$ cat config.mk
export PLATFORM = sky130hd
export DESIGN_NAME = seq_square_mult
export DESIGN_NICKNAME = d
export VERILOG_FILES = /design/src/rtl/seq_square_mult.sv
export SDC_FILE = /design/constraint.sdc
export NUM_CORES = 1
export LEC_CHECK = 0
export BUFFER_PORTS_ARGS = -buffer_cell sky130_fd_sc_hd__buf_2
export CELL_PAD_IN_SITES_DETAIL_PLACEMENT = 1
export CELL_PAD_IN_SITES_GLOBAL_PLACEMENT = 2
export CORE_MARGIN = 2
export CORE_UTILIZATION = 37
export CTS_CLUSTER_SIZE = 20
export DETAILED_ROUTE_END_ITERATION = 10
export HOLD_SLACK_MARGIN = 0.15
export PLACE_DENSITY = 0.83
export SLEW_MARGIN = 30
export SYNTH_ARGS = -nofsm -noshare
export SYNTH_HDL_FRONTEND = slang
export SYNTH_SLANG_ARGS = --single-unit
$ cat constraint.sdc
create_clock -name clk -period 2.6 [get_ports clk]
set_input_delay 0.13 -clock clk [delete_from_list [all_inputs] [get_ports clk]]
set_output_delay 0.13 -clock clk [all_outputs]
set_load 0.005 [all_outputs]
$ cat src/rtl/seq_square_mult.sv
// seq_square_mult: sequential shift-add squarer / multiplier.
// Computes a*a (mode=0) or a*b (mode=1) on unsigned WIDTH-bit operands. One
// partial-product step is taken per clock, so a result takes WIDTH cycles
// after start is accepted, and the unit is occupied for WIDTH+1 cycles.
//
// Handshake: start is a request that is accepted only while busy=0 (IDLE).
// Acceptance latches mode/a/b and raises busy at the same edge. While busy=1
// start and all operand inputs are ignored. done pulses for exactly one cycle
// together with the new result, and busy is already low in that cycle, so a
// start held or raised during the done cycle is accepted at the next edge.
// busy and done are never high together.
module seq_square_mult #(
   parameter int WIDTH = 8
) (
   input  logic                 clk,
   input  logic                 rst_n,
   input  logic                 start,
   input  logic                 mode,
   input  logic [WIDTH-1:0]     a,
   input  logic [WIDTH-1:0]     b,
   output logic                 busy,
   output logic                 done,
   output logic [2*WIDTH-1:0]   result,
   output logic                 dbg_state
);

   localparam int            CW   = $clog2(WIDTH + 1);
   localparam logic [CW-1:0] LAST = CW'(WIDTH - 1);

   typedef enum logic {
      IDLE = 1'b0,
      RUN  = 1'b1
   } state_t;

   state_t               state;
   logic [2*WIDTH-1:0]   mcand;
   logic [2*WIDTH-1:0]   acc;
   logic [2*WIDTH-1:0]   acc_next;
   logic [WIDTH-1:0]     mplier;
   logic [CW-1:0]        cnt;

   // Accumulator value after this step's conditional add; wraps modulo 2^(2*WIDTH)
   always_comb begin
      acc_next = acc;
      if (mplier[0]) begin
         acc_next = acc + mcand;
      end
   end

   // Controller and datapath: operand capture in IDLE, one shift-add step per RUN cycle
   always_ff @(posedge clk or negedge rst_n) begin
      if (!rst_n) begin
         state  <= IDLE;
         busy   <= 1'b0;
         done   <= 1'b0;
         result <= '0;
         acc    <= '0;
         mcand  <= '0;
         mplier <= '0;
         cnt    <= '0;
      end else begin
         // done is a pulse: it falls at the edge after it was set, whatever the state
         done <= 1'b0;
         case (state)
            IDLE: begin
               if (start) begin
                  mcand  <= {{WIDTH{1'b0}}, a};
                  mplier <= mode ? b : a;
                  acc    <= '0;
                  cnt    <= '0;
                  busy   <= 1'b1;
                  state  <= RUN;
               end
            end
            RUN: begin
               acc    <= acc_next;
               mcand  <= mcand << 1;
               mplier <= mplier >> 1;
               cnt    <= cnt + 1'b1;
               // Last step: publish the sum including this step's add
               if (cnt == LAST) begin
                  result <= acc_next;
                  done   <= 1'b1;
                  busy   <= 1'b0;
                  state  <= IDLE;
               end
            end
            default: begin
               state <= IDLE;
               busy  <= 1'b0;
            end
         endcase
      end
   end

   // State visibility for external checkers: 1 while in RUN
   assign dbg_state = (state == RUN);

endmodule
==> impl_metrics.csv, run 1 <==
group,metric,value,unit
outcome,status,"complete, no violations",
pwr,ir_drop,340.1,uV
yosys,syn_area,3415,sq um
yosys,synth_edf_count,0,
pwr,p_leak,1.916,nW
floorplan,core-area,9109,sq um
global_routing,grt_pass1_wl,14910,um
detailed_routing,drt_wl_total,8647,um
yosys,synthTopCellsByArea,"dfrtp_1 46%, mux2i_1 7.3%, nand2_1 6.8%",
cts,clock_latency,340,ps
yosys,synthCells,359,
sta,finalHoldViolCount,0,
yosys,syn-num-nets,396,
setup_path,cp_max_fo,3,
pwr,total_power,4.676,mW
floorplan,num_io_pins,39,
min_path,hp-start,"a[6]",
yosys,yosys.cell_types.count,44,
cts,clock_path_buffers,2,
cts,root_buffer,"clkbuf_8",
sta,tightestPinTransition,892.6,ps
cts,cts_tree,"built",
floorplan,rows,35,
global_routing,grt_pass1_vias,3066,
min_path,whs_path_depth,3,
flow_run,maxCapViolCount,0,
place,gp_congestion,0.8368,
min_path,hold_path.class,"in -> reg",
global_routing,grt_max_degree,37,
cells_and_area,nets,441,
pwr,power-per-cell-area,1156,nW/um^2
setup_path,r2r_start,"mcand[0]$_DFFE_PN0P_",
detailed_routing,drcViolationCount,0,
detailed_routing,drtIter0Drc,89,
setup_path,rrSetupSlack,180,ps
yosys,synth_top_area_share,0.4617,
floorplan,die_width,100.1,um
cts,cts.reportedPaths.clkPinSlew,80,ps
cells_and_area,syn_to_final_growth,18.43,%
sta,setup_viol,0,
setup_path,rr_endpoint,"acc[14]$_DFFE_PN0P_",
cts,cts_buffers,9,
yosys,yosys_warnings,0,
yosys,synthArstFlopShare,1.000,
yosys,yosysTopAreaCell,"dfrtp_1",
sta,fin_crit_sh,0.9311,
yosys,ys_seq_area_frac,0.4617,
global_routing,grt_util_all_layers,0.1894,
cells_and_area,diodes,0,
detailed_routing,via_count,2784,
setup_path,cp.required,2810,ps
setup_path,end_kind,"register",
setup_path,reg2regPathDepth,9,
cells_and_area,mostFrequentLayoutCells,"63 x dfrtp_1, 62 x nand2_1, 40 x o21ai_0, 38 x buf_2",
detailed_routing,postRouteAntennaNets,0,
global_routing,grt_antenna_before_repair,0,
floorplan,initial_utilization,0.3749,
setup_path,arrival,2630,ps
cells_and_area,final_common_cell,"dfrtp_1",
cells_and_area,drive_above_1_share,0.1785,
yosys,avgSynthCellArea,9.511,sq um
sta,slew_headroom,0.4043,
sta,tns,0,ps
setup_path,critPathKind,"reg -> reg",
place,port_buffers,38,
global_routing,grt_overflow_total,0,
detailed_routing,dr.pass1.iters,4,
yosys,synth-seq-cells,63,
yosys,synth_ff_type,"dfrtp_1",
sta,max_freq,0.4131,GHz
cts,h-tree-depth,3,
place,dp_hpwl,6174,um
floorplan,die_h,100.1,um
detailed_routing,wl_per_cell,16.63,um
min_path,min_to,"mcand[6]$_DFFE_PN0P_",
cts,clock-sinks,63,
sta,fin_skew,6.672,ps
sta,maxSlewViolCount,0,
detailed_routing,via_per_inst,5.354,
sta,period_needed,2421,ps
setup_path,cp-start-kind,"register",
floorplan,die_area,10010,sq um
sta,rsz0062_at_grt,"false",
## registers in the layout (all words and copies together) (netlist names)
name       flops
result        16
acc           16
busy           1
done           1
mcand         16
mplier         8
dbg_state      1
cnt            4
## per-layer routing
metal / vias to the layer above / part of all wire / track usage
met4: 0 / 0.016 / 0.06533
met2: 36 / 0.50 / 0.3280
met1: 1370 / 0.46 / 0.2403
met3: 11 / 0.021 / 0.03203
met5: - / 0 / 0
li1: 1367 / - / -
## worst max-delay path by stage
stage / start / end / slack (ps) / cells after the start
4_1_cts: mcand[0]$_DFFE_PN0P_ / acc[14]$_DFFE_PN0P_ / 170 / 9
6_report: mcand[0]$_DFFE_PN0P_ / acc[14]$_DFFE_PN0P_ / 180 / 9
3_3_place_gp: mcand[0]$_DFFE_PN0P_ / result[10]$_DFFE_PN0P_ / 290 / 9
2_1_floorplan: mcand[6]$_DFFE_PN0P_ / result[10]$_DFFE_PN0P_ / 480 / 8
3_5_place_dp: mcand[0]$_DFFE_PN0P_ / acc[14]$_DFFE_PN0P_ / 190 / 9
5_1_grt: mcand[0]$_DFFE_PN0P_ / acc[14]$_DFFE_PN0P_ / 8 / 9
## metrics by stage
step	cell area (sq um)	setup WS, ps	cells	hold WS, ps	util
after floorplan	3415	476.2	359	-165.6	-
after global placement	3721	285.4	494	211.9	0.4085
after detailed placement	3721	188.9	494	213.6	0.4085
after CTS	4044	168.0	520	155.1	0.4440
after global routing	4044	8.464	520	176.2	0.4440
final	4044	179.1	520	166.9	0.4440
## synth_stat cells (4+ instances only)
| library cell | n |
|---|---|
| ha_1 | 16 |
| a31oi_1 | 5 |
| nor2_1 | 25 |
| a22o_1 | 4 |
| buf_1 | 4 |
| nand3_1 | 7 |
| a31o_2 | 5 |
| xor2_1 | 8 |
| nand2_1 | 62 |
| a21oi_1 | 21 |
| xnor2_1 | 6 |
| dfrtp_1 | 63 |
| o22ai_1 | 4 |
| o21ai_0 | 40 |
| mux2i_1 | 25 |
| clkbuf_1 | 15 |
| a21o_1 | 5 |
## final cells by class
class                           instances  area (sq um)
Clock inverter                          5         81.33
Timing Repair Buffer                   55         355.3
Tap cell                              111         138.9
Clock buffer                           11         141.4
Multi-Input combinational cell        270          1732
Inverter                                5         18.77
Sequential cell                        63          1577
Fill cell                            1062          5065
## what timing repair did
item,in CTS,in global routing
setup buffers,0,0
gates resized for setup,0,0
endpoints found under the hold margin,35,0
hold buffers,10,0
## report_power, final
part / internal [mW] / switching (mW)
clock network: 0.567 / 0.402
logic: 0.886 / 1.13
registers: 1.37 / 0.322
total: 2.82 / 1.85
## critical path, stage by stage (launching register included)
cell     delay, ps
dfrtp_1        410
ha_1           240
fa_1           410
a21oi_1        210
o21ai_1        130
a31oi_1        260
o31ai_1        140
xor2_1         160
mux2i_1        230
o22ai_1        110
## kinds of logic after synthesis
| kind of cell | count (synthesis) | share of synthesized area |
|---|---|---|
| AO/OA/AOI/OAI | 106 | 0.1913 |
| AND/OR/NAND/NOR | 104 | 0.1279 |
| XOR/XNOR | 14 | 0.03591 |
| multiplexers | 29 | 0.08758 |
| buffers and inverters | 26 | 0.03114 |
| flip-flops | 63 | 0.4617 |
| adder cells (fa/ha/maj) | 17 | 0.06449 |
Power figures use the tool's default switching activity.
==> run 2, diff against run 1 <==
clock period = 2.3 ns   (was 2.6 ns; I/O delays follow)
==> run 2 against run 1 <==
Clock power decreased by 1%. Count of clock-buffer cells in the layout decreased by 1. Critical path depth decreased by 1. Critical endpoint is now acc[15]$_DFFE_PN0P_. Highest routed layer unchanged.
==> impl_metrics.csv, run 2 (synthesized netlist as in run 1, its figures left out) <==
group,metric,value,unit
global_routing,grt_pass1_wl,15020,um
cells_and_area,syn_to_final_growth,23.45,%
setup_path,cp_max_fo,5,
cells_and_area,nets,456,
floorplan,core-area,9109,sq um
pwr,ir_drop,520.5,uV
cts,clock_latency,340,ps
setup_path,max_stage_delay,440,ps
detailed_routing,postRouteAntennaNets,0,
cells_and_area,seq_area,1579,sq um
detailed_routing,via_count,2864,
place,place_area,3784,sq um
detailed_routing,drcViolationCount,0,
setup_path,r2r_start,"acc[1]$_DFFE_PN0P_",
cells_and_area,drive_above_1_share,0.2406,
global_routing,grt_overflow_total,0,
cells_and_area,top_regs,"acc: 16 flops, mcand: 16 flops, result: 16 flops",
global_routing,grt_max_degree,50,
floorplan,initial_utilization,0.3749,
pwr,power-per-cell-area,1283,nW/um^2
detailed_routing,drt_wl_total,8972,um
cts,h-tree-depth,3,
place,dp_cells,504,
detailed_routing,wl_per_cell,16.77,um
sta,fin_crit_sh,0.9525,
setup_path,cp-start-kind,"register",
cells_and_area,final_cells,535,
cells_and_area,multiInputGateArea,1832,sq um
floorplan,die_width,100.1,um
cts,cts.reportedPaths.clkPinSlew,70,ps
global_routing,grt_antenna_before_repair,0,
sta,tightestPinTransition,572.2,ps
sta,hold_ws,187.5,ps
sta,max_freq,0.4565,GHz
sta,slew_headroom,0.6171,
cts,clock_path_buffers,2,
min_path,hold_path.class,"in -> reg",
setup_path,critPathKind,"reg -> reg",
cells_and_area,final_common_cell,"nand2_1",
setup_path,critPathTopFamily,"compound AO/OA/AOI/OAI gates",
sta,rsz0062_at_grt,"true",
sta,setup_viol,0,
cells_and_area,design_area,4215,sq um
detailed_routing,via_per_inst,5.353,
cts,cts_tree,"built",
sta,fin_skew,7.836,ps
sta,period_needed,2191,ps
floorplan,num_io_pins,39,
place,gp_congestion,0.8814,
floorplan,die_area,10010,sq um
cts,clock-sinks,63,
sta,finalHoldViolCount,0,
place,port_buffers,38,
detailed_routing,drtIter0Drc,57,
min_path,hp-start,"b[3]",
setup_path,end_kind,"register",
sta,worst_slack,109.3,ps
cells_and_area,fill_cells,1040,
cts,root_buffer,"clkbuf_8",
detailed_routing,dr.pass1.iters,4,
floorplan,rows,35,
cells_and_area,mostFrequentLayoutCells,"62 x nand2_1, 61 x dfrtp_1, 39 x o21ai_0, 38 x buf_2",
flow_run,maxCapViolCount,0,
outcome,status,"complete, no violations",
setup_path,arrival,2450,ps
setup_path,cp.required,2550,ps
cts,cts_buffers,9,
global_routing,grt_pass1_vias,3049,
setup_path,crit_slowest_cell,"dfrtp_2",
setup_path,critPathBufInv,0,
pwr,total_power,5.410,mW
global_routing,grt_util_all_layers,0.1902,
place,dpl_worst_slack,-39.08,ps
setup_path,cp_cell_sequence,"ha_1 -> a21o_1 -> nand4_1 -> a31oi_2 -> a21bo_2 -> a311oi_2 -> o31a_1 -> o31ai_1",
cells_and_area,diodes,0,
setup_path,critPathLaunch,"acc[1]$_DFFE_PN0P_",
pwr,p_leak,1.999,nW
sta,maxSlewViolCount,0,
place,dp_hpwl,6389,um
floorplan,die_h,100.1,um
[run 2: changes by cell type in the layout (fill, tap and decap cells not counted), moves of 2 or more]
cell,before,now
buf_4,6,21
a31oi_1,5,2
a21oi_1,21,19
a21oi_4,0,2
a31oi_2,0,2
clkinv_2,1,3
dfrtp_1,63,61
dfrtp_2,0,2
ha_1,16,14
ha_2,0,2
o31ai_1,3,1
o31ai_2,0,2
[run 2: what timing repair did]
item / 4_1_cts / 5_1_grt
pin swaps: 2 / 7
endpoints found under the hold margin: 31 / 0
resized for setup: 2 / 19
setup buffers: 0 / 4
hold buffers: 11 / 0
setup endpoints to repair: 7 / 13
[run 2: final cells by class]
class | instances | area share
Multi-Input combinational cell | 270 | 0.4346
Tap cell | 111 | 0.03295
Clock buffer | 10 | 0.03028
Sequential cell | 63 | 0.3746
Timing Repair Buffer | 70 | 0.1086
Clock inverter | 6 | 0.01454
Inverter | 5 | 0.004452
[run 2: worst paths after layout]
check | to | slack [ps] | cells after the start
max | acc[15]$_DFFE_PN0P_ | 110 | 8
min | mplier[3]$_DFFE_PN0P_ | 190 | 5
max reg2reg | acc[15]$_DFFE_PN0P_ | 110 | 8
min reg2reg | result[5]$_DFFE_PN0P_ | 470 | 2
max in group asynchronous | mcand[7]$_DFFE_PN0P_ | 1290 | 3
min in group asynchronous | result[14]$_DFFE_PN0P_ | 290 | 2
[run 2: layer usage]
| layer | part of all wire | global-route usage |
|---|---|---|
| met3 | 0.023 | 0.03552 |
| met2 | 0.50 | 0.3212 |
| met1 | 0.46 | 0.2473 |
| met4 | 0.017 | 0.06322 |
| met5 | 0 | 0 |
[run 2: worst min-delay path: stages]
cell and delay [ps]:
buf_2 80, mux2i_1 50, nor2_1 80, a21oi_1 40, o21ai_0 120
[run 2: per-stage QoR]
step                      utilization  setup TNS [ps]
final                          0.4628               0
after global routing           0.4628          -43.46
after CTS                      0.4493               0
after detailed placement       0.4154          -70.61
after global placement         0.4154               0
after floorplan                     -               0
[run 2: report_power, final]
part	leakage, nW	internal, mW	switching [mW]
clock network	0.0960	0.497	0.458
registers	0.816	1.55	0.339
logic	1.09	1.13	1.44
==> run 3, diff against run 2 <==
MAX_ROUTING_LAYER = met4   (was unset)
PLACE_DENSITY = 0.8   (was 0.83)
==> run 3 against run 2 <==
Routed wire length rose by 4.3%. Sequential power increased by 3%. Via count is 1.8% higher. Critical endpoint is now result[15]$_DFFE_PN0P_. Count of clock-buffer cells in the layout grew 1. Fmax down 1.9%. Combinational power about the same. Design area is 1.8% higher. Sequential cell count did not move. Clock power is 16% higher. Utilization increased by 0.82 points. Global-route usage rose by 1.2 points.
==> impl_metrics.csv, run 3 (synthesized netlist as in run 1, its figures left out) <==
group,metric,value,unit
setup_path,crit_slowest_cell,"dfrtp_2",
pwr,internal_power,3.374,mW
floorplan,rows,35,
floorplan,die_width,100.1,um
cts,h-tree-depth,3,
setup_path,end_kind,"register",
cells_and_area,mostFrequentLayoutCells,"62 x nand2_1, 60 x dfrtp_1, 38 x o21ai_0, 38 x buf_2",
detailed_routing,via_per_inst,5.450,
sta,slew_headroom,0.5845,
floorplan,die_h,100.1,um
cells_and_area,nets,456,
pwr,switchingPower,2.260,mW
cts,clock_path_buffers,2,
detailed_routing,drt_wl_total,9362,um
cts,cts_buffers,9,
pwr,combinationalPowerShare,0.460,
global_routing,grt_pass1_vias,3057,
place,gp_congestion,0.9056,
setup_path,reg2regPathDepth,8,
sta,period_needed,2233,ps
min_path,hold_path.class,"in -> reg",
cts,cts.reportedPaths.clkPinSlew,80,ps
floorplan,core-area,9109,sq um
sta,finalHoldViolCount,0,
floorplan,die_area,10010,sq um
sta,fin_skew,9.574,ps
detailed_routing,postRouteAntennaNets,0,
place,dpl_worst_slack,-66.08,ps
cells_and_area,multiInputGateArea,1862,sq um
pwr,total_power,5.635,mW
pwr,ir_drop,382.3,uV
sta,max_freq,0.4478,GHz
global_routing,grt_overflow_total,0,
sta,maxSlewViolCount,0,
min_path,whs_path_depth,5,
global_routing,grt_util_all_layers,0.2023,
cts,clock-sinks,63,
setup_path,arrival,2480,ps
pwr,p_leak,2.002,nW
detailed_routing,wl_met2,4813,um
detailed_routing,wl_met3,220,um
cells_and_area,syn_to_final_growth,25.65,%
cells_and_area,top_regs,"acc: 16 flops, mcand: 16 flops, result: 16 flops",
global_routing,grt_pass1_wl,15320,um
floorplan,num_io_pins,39,
cells_and_area,fill_cells,1043,
detailed_routing,drtIter0Drc,68,
setup_path,cp.required,2550,ps
cells_and_area,seq_area,1580,sq um
setup_path,rrSetupSlack,70,ps
pwr,seqPwrFrac,0.344,
setup_path,cp_max_fo,5,
pwr,clkPwrFrac,0.197,
cts,clock_latency,350,ps
detailed_routing,via_count,2916,
cts,cts_tree,"built",
setup_path,max_stage_delay,460,ps
detailed_routing,top_layer,"met4",
detailed_routing,wl_per_cell,17.50,um
flow_run,maxCapViolCount,0,
detailed_routing,dr.pass1.iters,4,
cells_and_area,drive_above_1_share,0.2547,
sta,tightestPinTransition,623.3,ps
pwr,switching_share,0.4012,
detailed_routing,drcViolationCount,0,
sta,worst_slack,66.89,ps
pwr,power-per-cell-area,1313,nW/um^2
cts,root_buffer,"clkbuf_8",
floorplan,initial_utilization,0.3749,
setup_path,critPathKind,"reg -> reg",
place,dp_hpwl,6296,um
sta,fin_crit_sh,0.9709,
setup_path,cp-start-kind,"register",
cells_and_area,final_common_cell,"nand2_1",
global_routing,grt_max_degree,50,
sta,rsz0062_at_grt,"true",
global_routing,grt_antenna_before_repair,0,
place,port_buffers,38,
cells_and_area,diodes,0,
sta,setup_viol,0,
detailed_routing,wl_met1,4175,um
outcome,status,"complete, no violations",
setup_path,cp_cell_sequence,"ha_4 -> a21o_1 -> nand4_1 -> a31oi_2 -> a21bo_2 -> nor4bb_4 -> o31a_1 -> o31ai_1",
==> run 3: path summary, 6_finish.rpt <==
check                                       startpoint                      to
min in group asynchronous                        rst_n  result[12]$_DFFE_PN0P_
worst max register to register      acc[1]$_DFFE_PN0P_  result[15]$_DFFE_PN0P_
worst min-delay path                              b[3]   mplier[3]$_DFFE_PN0P_
max in group asynchronous                        rst_n    mcand[1]$_DFFE_PN0P_
worst min register to register  result[11]$_DFFE_PN0P_  result[11]$_DFFE_PN0P_
worst max-delay path                acc[1]$_DFFE_PN0P_  result[15]$_DFFE_PN0P_
==> run 3: final cells by class <==
type	instances	area share
clock inverters	5	0.01896
inverters	5	0.004374
well taps	111	0.03237
multi-input cells	270	0.4339
flip-flops and latches	63	0.3683
repair buffers	70	0.1091
clock buffers	11	0.03295
==> run 3: layer usage <==
layer | vias up | GRT usage
li1 | 1400 | -
met1 | 1464 | 0.2445
met2 | 38 | 0.3451
met3 | 14 | 0.03830
met4 | 0 | 0.06112
met5 | - | -
==> run 3: stage by stage <==
stage                     TNS, ps  hold WS (ps)  instance area, sq um  cells    util
after detailed placement   -210.9         173.6                  3781    502  0.4151
after global placement          0         166.8                  3781    502  0.4151
final                           0         182.3                  4290    535  0.4710
after floorplan                 0        -180.6                  3415    359       -
after global routing       -143.6         222.9                  4290    535  0.4710
after CTS                       0         176.1                  4141    529  0.4547
==> run 3: power groups by stage <==
stage / combinational [mW] / sequential (mW) / clock, mW
floorplan: 1.71 / 1.82 / 0
global placement: 2.31 / 1.91 / 0
detailed placement: 2.38 / 1.94 / 0
CTS: 2.46 / 1.92 / 1.13
global route: 2.92 / 2.00 / 1.19
finish: 2.59 / 1.94 / 1.11
==> run 3: worst max-delay path, delay by kind of cell (launching register included) <==
| family | cells | cell delay, ps |
|---|---|---|
| adders and majority gates | 1 | 240 |
| and+or+nand+nor | 2 | 270 |
| AOI/OAI and AO/OA | 5 | 1150 |
| DFF | 1 | 460 |
==> run 3: repair_timing <==
item,4_1_cts,5_1_grt
endpoints found under the hold margin,34,0
hold buffers,10,0
setup endpoints to repair,10,10
buffers inserted,1,6
pin swaps,3,11
resized for setup,7,17
